`config.mk`:
```
export PLATFORM = sky130hd
export DESIGN_NAME = mul_div_unit
export DESIGN_NICKNAME = d
export VERILOG_FILES = /design/src/rtl/mul_div_unit.sv
export SDC_FILE = /design/constraint.sdc
export NUM_CORES = 1
export LEC_CHECK = 0
export CAP_MARGIN = 20
export CELL_PAD_IN_SITES_DETAIL_PLACEMENT = 0
export CELL_PAD_IN_SITES_GLOBAL_PLACEMENT = 1
export CORE_MARGIN = 10
export CORE_UTILIZATION = 30
export CTS_BUF_LIST = sky130_fd_sc_hd__clkbuf_8
export CTS_CLUSTER_SIZE = 16
export DETAILED_ROUTE_END_ITERATION = 6
export GPL_ROUTABILITY_DRIVEN = 0
export PLACE_DENSITY_LB_ADDON = 0.05
export SETUP_SLACK_MARGIN = 0.05
export SYNTH_ARGS = -nofsm -noshare
export SYNTH_HDL_FRONTEND = slang
export SYNTH_SLANG_ARGS = --single-unit
```
`constraint.sdc`:
```
create_clock -name clk -period 4 [get_ports clk]
set_clock_uncertainty 0.2 [all_clocks]
set_input_delay 0.8 -clock clk [delete_from_list [all_inputs] [get_ports clk]]
set_output_delay 0.8 -clock clk [all_outputs]
set_load 0.01 [all_outputs]
```
`src/rtl/mul_div_unit.sv`:
```
// mul_div_unit: iterative multiply/divide unit with MIPS-style HI/LO results.
// Multiplies use shift-add and divides use restoring subtraction. Both work on
// operand magnitudes, one step per cycle for WIDTH cycles. The signs are fixed
// up when the result is written to hi/lo.
// Optional feature: define MUL_DIV_UNIT_UNSIGNED_EN so that op[0] selects the
// unsigned MULTU/DIVU forms. Without it, every operation is signed.
module mul_div_unit #(
    parameter int WIDTH = 32
) (
    input  logic             clk,
    input  logic             reset,
    input  logic             start,
    input  logic [1:0]       op,
    input  logic [WIDTH-1:0] a,
    input  logic [WIDTH-1:0] b,
    output logic             busy,
    output logic             done,
    output logic             div_zero,
    output logic [WIDTH-1:0] hi,
    output logic [WIDTH-1:0] lo
);

    localparam logic [1:0] IDLE   = 2'd0;
    localparam logic [1:0] RUN    = 2'd1;
    localparam logic [1:0] FINISH = 2'd2;

    localparam int               CNT_W     = $clog2(WIDTH + 1);
    localparam logic [CNT_W-1:0] LAST_STEP = CNT_W'(WIDTH - 1);

    // Magnitude of a two's-complement operand. The most-negative value maps to
    // 2^(WIDTH-1), which still fits as an unsigned WIDTH-bit number.
    function automatic logic [WIDTH-1:0] magnitude(input logic signed [WIDTH-1:0] v,
                                                   input logic neg);
        logic signed [WIDTH-1:0] n;
        n = -v;
        return neg ? $unsigned(n) : $unsigned(v);
    endfunction

    // Applies the sign to a WIDTH-bit magnitude result.
    function automatic logic [WIDTH-1:0] apply_sign_w(input logic [WIDTH-1:0] v,
                                                      input logic neg);
        return neg ? -v : v;
    endfunction

    // Applies the sign to the full double-width product.
    function automatic logic [2*WIDTH-1:0] apply_sign_2w(input logic [2*WIDTH-1:0] v,
                                                         input logic neg);
        return neg ? -v : v;
    endfunction

    logic [1:0]       state;
    logic [CNT_W-1:0] step_cnt;
    logic             dz_flag;
    logic             is_div;
    logic             neg_res;
    logic             neg_rem;
    logic [WIDTH-1:0] dvsr;
    logic [WIDTH-1:0] acc_hi;
    logic [WIDTH-1:0] acc_lo;

    logic             signed_op;
    logic             a_neg;
    logic             b_neg;
    logic [WIDTH-1:0] a_mag;
    logic [WIDTH-1:0] b_mag;
    logic             b_is_zero;

`ifdef MUL_DIV_UNIT_UNSIGNED_EN
    assign signed_op = ~op[0];
`else
    logic unused_op0;
    assign unused_op0 = op[0];
    assign signed_op  = 1'b1;
`endif

    assign a_neg     = signed_op & a[WIDTH-1];
    assign b_neg     = signed_op & b[WIDTH-1];
    assign a_mag     = magnitude($signed(a), a_neg);
    assign b_mag     = magnitude($signed(b), b_neg);
    assign b_is_zero = (b == '0);
    assign busy      = (state == RUN) || (state == FINISH);

    logic [WIDTH:0]     mul_sum;
    logic [WIDTH:0]     div_shift;
    logic               div_ge;
    logic [WIDTH-1:0]   step_hi;
    logic [WIDTH-1:0]   step_lo;
    logic [2*WIDTH-1:0] prod;
    logic [WIDTH-1:0]   res_hi;
    logic [WIDTH-1:0]   res_lo;

    // One iteration step: shift-add for multiply, restoring subtract for divide.
    always_comb begin
        mul_sum   = {1'b0, acc_hi} + {1'b0, (acc_lo[0] ? dvsr : '0)};
        div_shift = {acc_hi, acc_lo[WIDTH-1]};
        div_ge    = (div_shift >= {1'b0, dvsr});
        step_hi   = mul_sum[WIDTH:1];
        step_lo   = {mul_sum[0], acc_lo[WIDTH-1:1]};
        if (is_div) begin
            // A remainder below the divisor always fits in WIDTH bits, so
            // dropping the top bit of the subtraction is exact.
            step_hi = div_ge ? (div_shift[WIDTH-1:0] - dvsr) : div_shift[WIDTH-1:0];
            step_lo = {acc_lo[WIDTH-2:0], div_ge};
        end
    end

    // Sign correction of the final magnitude results before they go to hi/lo.
    always_comb begin
        prod   = apply_sign_2w({acc_hi, acc_lo}, neg_res);
        res_hi = prod[2*WIDTH-1:WIDTH];
        res_lo = prod[WIDTH-1:0];
        if (is_div) begin
            res_hi = apply_sign_w(acc_hi, neg_rem);
            res_lo = apply_sign_w(acc_lo, neg_res);
        end
    end

    // Control FSM: sequences IDLE -> RUN (WIDTH steps) -> FINISH and produces the done/div_zero pulses.
    always_ff @(posedge clk) begin
        if (reset) begin
            state    <= IDLE;
            step_cnt <= '0;
            dz_flag  <= 1'b0;
            done     <= 1'b0;
            div_zero <= 1'b0;
        end else begin
            done     <= 1'b0;
            div_zero <= 1'b0;
            case (state)
                IDLE: begin
                    if (start) begin
                        step_cnt <= '0;
                        dz_flag  <= op[1] & b_is_zero;
                        state    <= (op[1] && b_is_zero) ? FINISH : RUN;
                    end
                end
                RUN: begin
                    step_cnt <= step_cnt + CNT_W'(1);
                    if (step_cnt == LAST_STEP) begin
                        state <= FINISH;
                    end
                end
                FINISH: begin
                    done     <= 1'b1;
                    div_zero <= dz_flag;
                    state    <= IDLE;
                end
                default: state <= IDLE;
            endcase
        end
    end

    // Datapath: latches operands on an accepted start, iterates during RUN and writes hi/lo in FINISH.
    always_ff @(posedge clk) begin
        if (reset) begin
            is_div  <= 1'b0;
            neg_res <= 1'b0;
            neg_rem <= 1'b0;
            dvsr    <= '0;
            acc_hi  <= '0;
            acc_lo  <= '0;
            hi      <= '0;
            lo      <= '0;
        end else begin
            case (state)
                IDLE: begin
                    if (start) begin
                        is_div  <= op[1];
                        neg_res <= a_neg ^ b_neg;
                        neg_rem <= a_neg;
                        acc_hi  <= '0;
                        // Divide shifts the dividend through acc_lo. Multiply
                        // shifts the multiplier out of acc_lo.
                        acc_lo  <= op[1] ? a_mag : b_mag;
                        dvsr    <= op[1] ? b_mag : a_mag;
                    end
                end
                RUN: begin
                    acc_hi <= step_hi;
                    acc_lo <= step_lo;
                end
                FINISH: begin
                    if (!dz_flag) begin
                        hi <= res_hi;
                        lo <= res_lo;
                    end
                end
                default: ;
            endcase
        end
    end

endmodule

```
==> flow_metrics.env, run 1 <==
export IMPL_detailedRoute_firstPassIterationCount=5
export IMPL_async_reset_ff_share_pct=0
export IMPL_post_synth_num_cell_types=77
export IMPL_cts_tree="yes"
export IMPL_final_layout_size_suffix_gt1_share_pct=11.7
export IMPL_chipHeight_um=238
export IMPL_reg2reg_setup_slack_ps=240
export IMPL_cts_path_max_buffers=2
export IMPL_hold_path_startpoint="hi[11]$_SDFFE_PP0P_"
export IMPL_number_of_synthesized_register_bits=174
export IMPL_cts_buffers=17
export IMPL_timing_worst_slew_pin_value_ps=979
export IMPL_min_delay_path_depth=2
export IMPL_grt_pass1_vias=14100
export IMPL_port_buffers=134
export IMPL_via_per_instance_ratio=5.44
export IMPL_relSlewSlack_pct=34.7
export IMPL_synthesis_area_per_instance_um2=7.49
export IMPL_grt_ovfl_total=0
export IMPL_worst_hold_path_type="register to register"
export IMPL_nets=2225
export IMPL_mappedNetlistNets=2047
export IMPL_timing_final_max_slew_violations=0
export IMPL_cts_root_buffer="clkbuf_8"
export IMPL_postSynth_topFlopCell="dfxtp_1"
export IMPL_placementRows=79
export IMPL_place_detailed_hpwl_mm=45.7
export IMPL_maxCapViolCount=0
export IMPL_cellPowerDensity_mw_per_mm2=329
export IMPL_worst_setup_hold_path_clk_slew_ps=110
export IMPL_netlist_instances=1904
export IMPL_path_delay_family="compound AO/OA/AOI/OAI gates"
export IMPL_most_common_layout_cells="nor2_1, dfxtp_1, nand2_1"
export IMPL_antenna_diode_count=0
export IMPL_cp_max_fo=3
export IMPL_rsz0062_at_grt="yes"
export IMPL_mostFrequentLayoutCell="nor2_1"
export IMPL_criticalPathCategory="register to register"
export IMPL_number_of_failing_setup_endpoints_in_the_final_timing_report=0
export IMPL_die_width_um=238
export IMPL_timing_critical_path_cells="inv_1 -> fa_1 -> a211oi_1 -> buf_4 -> o311ai_0 -> a41oi_1 -> o2bb2ai_1 -> o41ai_2 -> xnor2_1 -> mux2i_1 -> o21ai_0 -> or3b_2"
export IMPL_cp_start_kind="register"
export IMPL_grt_antenna_before_repair=1
export IMPL_critical_path_slowest_cell="or3b_2"
export IMPL_reg2reg_from="dvsr[1]$_SDFFE_PP0P_"
export IMPL_core_area_mm2=0.0468
export IMPL_capture_point_of_the_worst_reg_to_reg_path="acc_hi[28]$_SDFFE_PP0P_"
export IMPL_area_of_the_mapped_netlist_mm2=0.0143
export IMPL_cellLeakagePower_nw=6.92
export IMPL_worstPathArrival_ps=4020
export IMPL_timing_hold_worst_endpoint="hi[11]$_SDFFE_PP0P_"
export IMPL_final_core_utilization_pct=37.4
export IMPL_number_of_routed_nets_with_antenna_violations=0
export IMPL_synth_edff_count=0
export IMPL_ys_warnings_count=0
export IMPL_detail_route_wirelength_mm=57.5
export IMPL_run_status="complete, no violations"
export IMPL_critical_path_required_ps=4250
export IMPL_critical_path_n_buffers_inverters=2
export IMPL_tritoncts_num_sinks=174
export IMPL_grt_start_max_net_pins=82
export IMPL_overall_via_count_from_detail_route=14700
export IMPL_post_route_drc_count=0
export IMPL_synth_yosys_seq_area_share_pct=24.4
export IMPL_fin_setup_tns_ps=0
export IMPL_ff_to_ff_path_depth=12
export IMPL_floorplan_initialDensity_pct=30.5
export IMPL_clock_insertion_delay_worst_skew_ps=570
export IMPL_critPathMaxStageDelay_ps=490
export IMPL_pin_count=136
export IMPL_design_power_total_mw=5.75
export IMPL_timing_fmax_mhz=266
export IMPL_worst_setup_path_end_kind="register"
export IMPL_htree_levels=4
export IMPL_final_critical_period_ps=3760
export IMPL_area_growth_syn_to_fin_pct=22.6
export IMPL_grt_first_pass_wirelength_mm=87.2
export IMPL_portion_of_the_clock_cycle_consumed_by_the_worst_path_in_the_final_layout_pct=94.1
export IMPL_drt_iter0_markers=889
export IMPL_ir_worst_vdd_v=0.000183
export IMPL_design_die_area_mm2=0.0567
export IMPL_grt_total_usage_pct=19.9
export IMPL_report_final_hold_viol_count=0
export IMPL_route_detailed_wl_per_inst_um=21.3
stage by stage:
step | setup slack, ps | hold slack, ps | cell area, µm² | cells
floorplan | 534 | 232 | 14300 | 1904
global placement | -122 | 241 | 17100 | 2670
detailed placement | -127 | 246 | 17100 | 2670
CTS | 153 | 261 | 17500 | 2702
global route | 48.2 | 272 | 17500 | 2702
finish | 237 | 257 | 17500 | 2702
layout make-up:
class | count | area (µm²)
fillers | 5034 | 29300
multi-input cells | 1550 | 10100
flip-flops and latches | 174 | 3480
repair buffers | 280 | 2470
well taps | 607 | 759
clock buffers | 17 | 234
inverters | 59 | 221
clock inverters | 15 | 175
cell families after synthesis:
group / after synthesis / share of synthesized area, %
DFF: 174 / 24.4
buffers and inverters: 180 / 4.83
adders and majority gates: 74 / 6.59
xor gates and xnor gates: 166 / 10.2
muxes: 77 / 5.66
and+or+nand+nor: 625 / 20.6
AOI/OAI and AO/OA: 608 / 27.8
layer usage:
layer	share of wire, %	GRT usage (%)	wire length (µm)	vias to the layer above
li1	-	-	-	7322
met1	50	28.5	28800	7003
met2	44	30.7	25400	321
met3	4.2	2.86	2430	42
met4	1.4	4.95	822	0
met5	0	0	0	-
worst max-delay path by stage:
| stage | endpoint | slack [ps] | start | depth (start not counted) |
|---|---|---|---|---|
| after floorplan | acc_lo[26]$_SDFFE_PP0P_ | 530 | b[10] | 9 |
| after global placement | state[1]$_SDFFE_PP0P_ | -120 | b[10] | 11 |
| after detailed placement | state[1]$_SDFFE_PP0P_ | -130 | b[10] | 11 |
| after CTS | acc_hi[28]$_SDFFE_PP0P_ | 150 | dvsr[1]$_SDFFE_PP0P_ | 12 |
| after global routing | acc_hi[29]$_SDFFE_PP0P_ | 50 | acc_lo[0]$_SDFFE_PP0P_ | 13 |
| final | acc_hi[28]$_SDFFE_PP0P_ | 240 | dvsr[1]$_SDFFE_PP0P_ | 12 |
what timing repair did:
action                                  in CTS  in global routing
hold buffers                                 0                  0
resized for setup                            0                  5
setup buffers                                0                  0
endpoints found under the setup margin       0                  5
sequential cells by signal, indices dropped and copies added, names as in the netlist:
register and flops:
neg_res 1, hi 32, dz_flag 1, step_cnt 6
is_div 1, done 1, state 2, lo 32
dvsr 32, neg_rem 1, div_zero 1, acc_hi 32
acc_lo 32
cell usage after synthesis (all sizes together) (17+ instances only):
master,instances,area share (%)
mux2,29,2.3
a21o,36,1.9
xnor2,76,4.7
a21oi,150,5.3
mux2i,48,3.4
o21ai,137,4.8
xor2,90,5.5
clkbuf,110,2.9
a211oi,96,5.1
a22oi,17,0.89
nand3,25,0.88
dfxtp,174,24
o41ai,21,1.3
or3,17,0.75
o31ai,25,1.3
ha,72,6.3
or4,27,1.5
nor2,222,5.9
nand2,173,4.6
nor3,58,2.1
inv,58,1.5
worst reg2reg max path, cell delays in order (launching register included):
cell and delay [ps]:
dfxtp_1 460, inv_1 120, fa_1 460, a211oi_1 270, buf_4 170, o311ai_0 220, a41oi_1 330, o2bb2ai_1 210
o41ai_2 370, xnor2_1 100, mux2i_1 140, o21ai_0 140, or3b_2 490
power breakdown:
group / switching [mW] / total, mW / internal (mW) / leakage [nW]
Sequential: 0.145 / 2.05 / 1.90 / 1.42
Combinational: 1.37 / 2.34 / 0.968 / 5.29
Clock: 0.834 / 1.36 / 0.523 / 0.203
Power figures use the tool's default switching activity.
==> run 2: changes to the inputs <==
PLACE_DENSITY_LB_ADDON = 0.1   (was 0.05)
==> flow_metrics.env, run 2 (synthesis gave the netlist of run 1 again) <==
export IMPL_die_width_um=238
export IMPL_critical_path_n_buffers_inverters=2
export IMPL_grt_first_pass_wirelength_mm=86.9
export IMPL_run_status="complete, no violations"
export IMPL_timing_final_max_slew_violations=0
export IMPL_rsz0062_at_grt="no"
export IMPL_port_buffers=134
export IMPL_final_critical_period_ps=3750
export IMPL_design_die_area_mm2=0.0567
export IMPL_criticalPathCategory="register to register"
export IMPL_via_per_instance_ratio=5.44
export IMPL_cellLeakagePower_nw=6.91
export IMPL_grt_start_max_net_pins=113
export IMPL_cellPowerDensity_mw_per_mm2=321
export IMPL_worst_setup_hold_path_clk_slew_ps=100
export IMPL_grt_total_usage_pct=19.6
export IMPL_path_delay_family="simple AND/OR/NAND/NOR gates"
export IMPL_report_final_hold_viol_count=0
export IMPL_core_area_mm2=0.0468
export IMPL_overall_via_count_from_detail_route=14700
export IMPL_route_detailed_wl_per_inst_um=21.0
export IMPL_placementRows=79
export IMPL_cts_buffers=17
export IMPL_maxCapViolCount=0
export IMPL_number_of_failing_setup_endpoints_in_the_final_timing_report=0
export IMPL_number_of_routed_nets_with_antenna_violations=0
export IMPL_ir_worst_vdd_v=0.000216
export IMPL_nets=2230
export IMPL_area_growth_syn_to_fin_pct=22.4
export IMPL_detail_route_wirelength_mm=56.8
export IMPL_cts_path_max_buffers=2
export IMPL_detailedRoute_firstPassIterationCount=5
export IMPL_most_common_layout_cells="nor2_1, nand2_1, dfxtp_1"
export IMPL_timing_critical_path_cells="buf_4 -> inv_1 -> ha_1 -> or3b_2 -> or3_1 -> or3_1 -> nand3b_1 -> nor2_4 -> nand2_2 -> o41a_1 -> xnor2_1 -> a211oi_1"
export IMPL_cp_max_fo=5
export IMPL_pin_count=136
export IMPL_chipHeight_um=238
export IMPL_mostFrequentLayoutCell="nor2_1"
export IMPL_cp_start_kind="register"
export IMPL_critical_path_slowest_cell="or3b_2"
export IMPL_timing_worst_slew_pin_value_ps=1010
export IMPL_critPathMaxStageDelay_ps=520
export IMPL_drt_iter0_markers=912
export IMPL_critical_path_required_ps=4230
export IMPL_final_core_utilization_pct=37.4
export IMPL_cts_hold_buffers_added=0
export IMPL_portion_of_the_clock_cycle_consumed_by_the_worst_path_in_the_final_layout_pct=93.8
export IMPL_grt_ovfl_total=0
export IMPL_cts_root_buffer="clkbuf_8"
export IMPL_worst_setup_path_end_kind="register"
export IMPL_worst_hold_path_type="register to register"
export IMPL_timing_fmax_mhz=266
export IMPL_fillers=5014
export IMPL_grt_pass1_vias=14300
export IMPL_worstPathArrival_ps=3990
export IMPL_floorplan_initialDensity_pct=30.5
export IMPL_post_route_drc_count=0
export IMPL_final_layout_size_suffix_gt1_share_pct=12.1
export IMPL_timing_critical_path_mode_cell="or3_1"
export IMPL_place_detailed_instances=2671
export IMPL_clock_insertion_delay_worst_skew_ps=530
export IMPL_place_detailed_hpwl_mm=44.8
export IMPL_relSlewSlack_pct=32.9
export IMPL_instances_no_fill=2708
export IMPL_tritoncts_num_sinks=174
export IMPL_grt_antenna_before_repair=1
export IMPL_cts_tree="yes"
export IMPL_htree_levels=4
-- run 2: changes by cell type in the layout (fill, tap and decap cells not counted), sizes merged --
cell	delta
buf	+4
clkinv	+2
bufinv	-1
clkinvlp	+1
diode	+1
inv	-1
-- run 2: where the power goes --
part / internal [mW] / switching (mW) / total [mW]
sequential: 1.90 / 0.157 / 2.06
combinational: 0.965 / 1.36 / 2.32
clock: 0.452 / 0.782 / 1.23
-- run 2: through the flow --
stage	area (µm²)	TNS (ps)	worst slack, ps	power, mW	hold WS, ps
after floorplan	14300	0	534	3.48	232
final	17500	0	247	5.61	256
after global placement	17000	-523	-149	4.41	240
after CTS	17400	0	69.6	5.66	259
after global routing	17500	0	21.0	5.99	281
after detailed placement	17000	-547	-174	4.41	248
-- run 2: timing repair --
item,in CTS,in global routing
setup endpoints to repair,0,4
gates resized for setup,0,10
setup buffers,0,3
-- run 2: worst register-to-register path, delay by kind of cell (launching register included) --
kind | cells | cell delay (ps)
DFF | 1 | 370
AOI/OAI and AO/OA | 2 | 570
buffers and inverters | 2 | 290
and+or+nand+nor | 6 | 1890
xor gates and xnor gates | 1 | 140
adders and majority gates | 1 | 200
-- run 2: final timing paths --
check | cells after the start | startpoint | slack [ps] | endpoint
setup reg to reg | 12 | acc_hi[0]$_SDFFE_PP0P_ | 250 | hi[30]$_SDFFE_PP0P_
setup / recovery | 12 | acc_hi[0]$_SDFFE_PP0P_ | 250 | hi[30]$_SDFFE_PP0P_
hold / removal | 2 | hi[31]$_SDFFE_PP0P_ | 260 | hi[31]$_SDFFE_PP0P_
hold reg to reg | 2 | hi[31]$_SDFFE_PP0P_ | 260 | hi[31]$_SDFFE_PP0P_
-- run 2: cell type report --
cell class	instances	area [µm²]	area share, %
sequential	174	3490	20.0
timing repair inverter	1	7.51	0.0430
tap	607	759	4.35
clock inverter	15	131	0.752
timing repair buffer	284	2470	14.2
clock buffer	17	234	1.34
multi-input combinational	1550	10200	58.1
antenna	1	2.50	0.0143
inverter	59	225	1.29
-- run 2: layer usage --
layer	global-route usage (%)	part of all wire, %	vias up
met5	0	0	-
met4	4.82	1.7	0
met3	2.56	3.8	51
met2	31.5	45	308
met1	27.3	50	7047
li1	-	-	7334
==> run 3: changes to the inputs <==
CORE_UTILIZATION = 25   (was 30)
==> flow_metrics.env, run 3 (synthesis gave the netlist of run 1 again) <==
export IMPL_run_status="complete, no violations"
export IMPL_number_of_failing_setup_endpoints_in_the_final_timing_report=0
export IMPL_worst_setup_hold_path_clk_slew_ps=110
export IMPL_path_delay_family="compound AO/OA/AOI/OAI gates"
export IMPL_most_common_layout_cells="nor2_1, dfxtp_1, nand2_1"
export IMPL_fin_setup_tns_ps=0
export IMPL_cts_hold_buffers_added=0
export IMPL_grt_pass1_vias=14300
export IMPL_cts_buffers=17
export IMPL_p_switching_mw=2.40
export IMPL_cts_root_buffer="clkbuf_8"
export IMPL_final_critical_period_ps=3760
export IMPL_mostFrequentLayoutCell="nor2_1"
export IMPL_p_clk_share_pct=23.9
export IMPL_critPathMaxStageDelay_ps=390
export IMPL_pin_count=136
export IMPL_cellPowerDensity_mw_per_mm2=328
export IMPL_final_layout_size_suffix_gt1_share_pct=12.0
export IMPL_drt_iter0_markers=900
export IMPL_timing_final_max_slew_violations=0
export IMPL_timing_worst_slew_pin_value_ps=1070
export IMPL_placementRows=87
export IMPL_tritoncts_num_sinks=174
export IMPL_ff_to_ff_path_depth=16
export IMPL_cts_path_max_buffers=2
export IMPL_grt_start_max_net_pins=90
export IMPL_design_die_area_mm2=0.0670
export IMPL_internal_power_mw=3.40
export IMPL_nets=2229
export IMPL_detail_route_wirelength_mm=60.1
export IMPL_cp_max_fo=7
export IMPL_power_sequential_fraction_pct=35.3
export IMPL_detailedRoute_firstPassIterationCount=5
export IMPL_worst_hold_slack_ps=257
export IMPL_criticalPathCategory="register to register"
export IMPL_number_of_routed_nets_with_antenna_violations=0
export IMPL_worst_setup_path_end_kind="register"
export IMPL_timing_critical_path_mode_cell="buf_4"
export IMPL_post_route_drc_count=0
export IMPL_clock_insertion_delay_worst_skew_ps=590
export IMPL_timing_critical_path_cells="buf_4 -> nand2_1 -> inv_1 -> ha_1 -> a211oi_1 -> o32ai_1 -> buf_4 -> nand4b_1 -> a21oi_2 -> a21oi_2 -> o31ai_1 -> buf_4 -> a31oi_1 -> buf_4 -> nor4b_1 -> or3b_2"
export IMPL_area_growth_syn_to_fin_pct=24.2
export IMPL_design_power_total_mw=5.80
export IMPL_final_core_utilization_pct=31.4
export IMPL_timing_fmax_mhz=266
export IMPL_comb_power_share_pct=40.8
export IMPL_relSlewSlack_pct=28.4
export IMPL_worstPathArrival_ps=4090
export IMPL_cellLeakagePower_nw=6.93
export IMPL_via_per_instance_ratio=5.12
export IMPL_portion_of_the_clock_cycle_consumed_by_the_worst_path_in_the_final_layout_pct=93.9
export IMPL_critical_path_required_ps=4340
export IMPL_cts_tree="yes"
export IMPL_die_width_um=259
export IMPL_sw_share_pct=41.4
export IMPL_fillers=6103
export IMPL_route_detailed_wl_per_inst_um=21.0
export IMPL_grt_antenna_before_repair=3
export IMPL_grt_ovfl_total=0
export IMPL_cp_start_kind="register"
export IMPL_report_final_hold_viol_count=0
export IMPL_htree_levels=4
export IMPL_chipHeight_um=259
export IMPL_grt_first_pass_wirelength_mm=90.5
export IMPL_grt_total_usage_pct=17.7
export IMPL_min_delay_path_depth=2
export IMPL_timing_critical_path_depth=16
export IMPL_rsz0062_at_grt="yes"
export IMPL_maxCapViolCount=0
export IMPL_core_area_mm2=0.0565
export IMPL_floorplan_initialDensity_pct=25.3
export IMPL_worst_hold_path_type="register to register"
export IMPL_overall_via_count_from_detail_route=14600
export IMPL_place_detailed_hpwl_mm=48.0
export IMPL_critical_path_slowest_cell="nor4b_1"
export IMPL_critical_path_n_buffers_inverters=5
export IMPL_ir_worst_vdd_v=0.000178
export IMPL_port_buffers=134
==> run 3: path summary, 6_finish.rpt <==
kind	slack, ps	from	end
worst max-delay path	240	acc_lo[0]$_SDFFE_PP0P_	acc_hi[28]$_SDFFE_PP0P_
worst min-delay path	260	dvsr[22]$_SDFFE_PP0P_	dvsr[22]$_SDFFE_PP0P_
worst max register to register	240	acc_lo[0]$_SDFFE_PP0P_	acc_hi[28]$_SDFFE_PP0P_
worst min register to register	260	dvsr[22]$_SDFFE_PP0P_	dvsr[22]$_SDFFE_PP0P_
==> run 3: final cells by class <==
type | instances | area, µm² | area share, %
clock inverters | 15 | 175 | 0.989
multi-input cells | 1550 | 10200 | 57.3
inverters | 59 | 221 | 1.25
repair buffers | 284 | 2500 | 14.1
well taps | 756 | 946 | 5.34
diodes | 1 | 2.50 | 0.0141
clock buffers | 17 | 234 | 1.32
flip-flops and latches | 174 | 3480 | 19.7
==> run 3: per-stage QoR <==
step / std cells / worst slack (ps) / instance area, µm²
after floorplan: 1904 / 534 / 14300
after global placement: 2823 / -190 / 17300
after detailed placement: 2823 / -168 / 17300
after CTS: 2855 / 50.0 / 17700
after global routing: 2856 / 6.11 / 17700
final: 2856 / 244 / 17700
==> run 3: repair_timing <==
action | 4_1_cts | 5_1_grt
setup buffers | 0 | 0
setup endpoints to repair | 0 | 7
resized for setup | 0 | 7
==> run 3: per-layer routing <==
metal | routed length, µm | vias up | share of wire, % | track usage, %
met3 | 2680 | 52 | 4.5 | 2.93
li1 | - | 7335 | - | -
met2 | 26900 | 294 | 45 | 27.8
met1 | 29200 | 6945 | 49 | 24.3
met4 | 1270 | 2 | 2.1 | 5.31
met5 | 13 | - | 0.022 | 0
==> run 3: power groups by stage <==
stage	Clock [mW]	Combinational, mW	Sequential (mW)
after floorplan	0	1.40	2.08
final	1.39	2.37	2.05
after global routing	1.50	2.60	2.08
after CTS	1.45	2.38	2.05
after global placement	0	2.38	2.09
after detailed placement	0	2.37	2.09
==> run 3: worst register-to-register path, stage by stage, from the launching register on <==
cell and delay, ps:
dfxtp_1 340, buf_4 170, nand2_1 120, inv_1 60, ha_1 290, a211oi_1 110
o32ai_1 320, buf_4 170, nand4b_1 180, a21oi_2 330, a21oi_2 140, o31ai_1 290
buf_4 160, a31oi_1 110, buf_4 150, nor4b_1 390, or3b_2 190
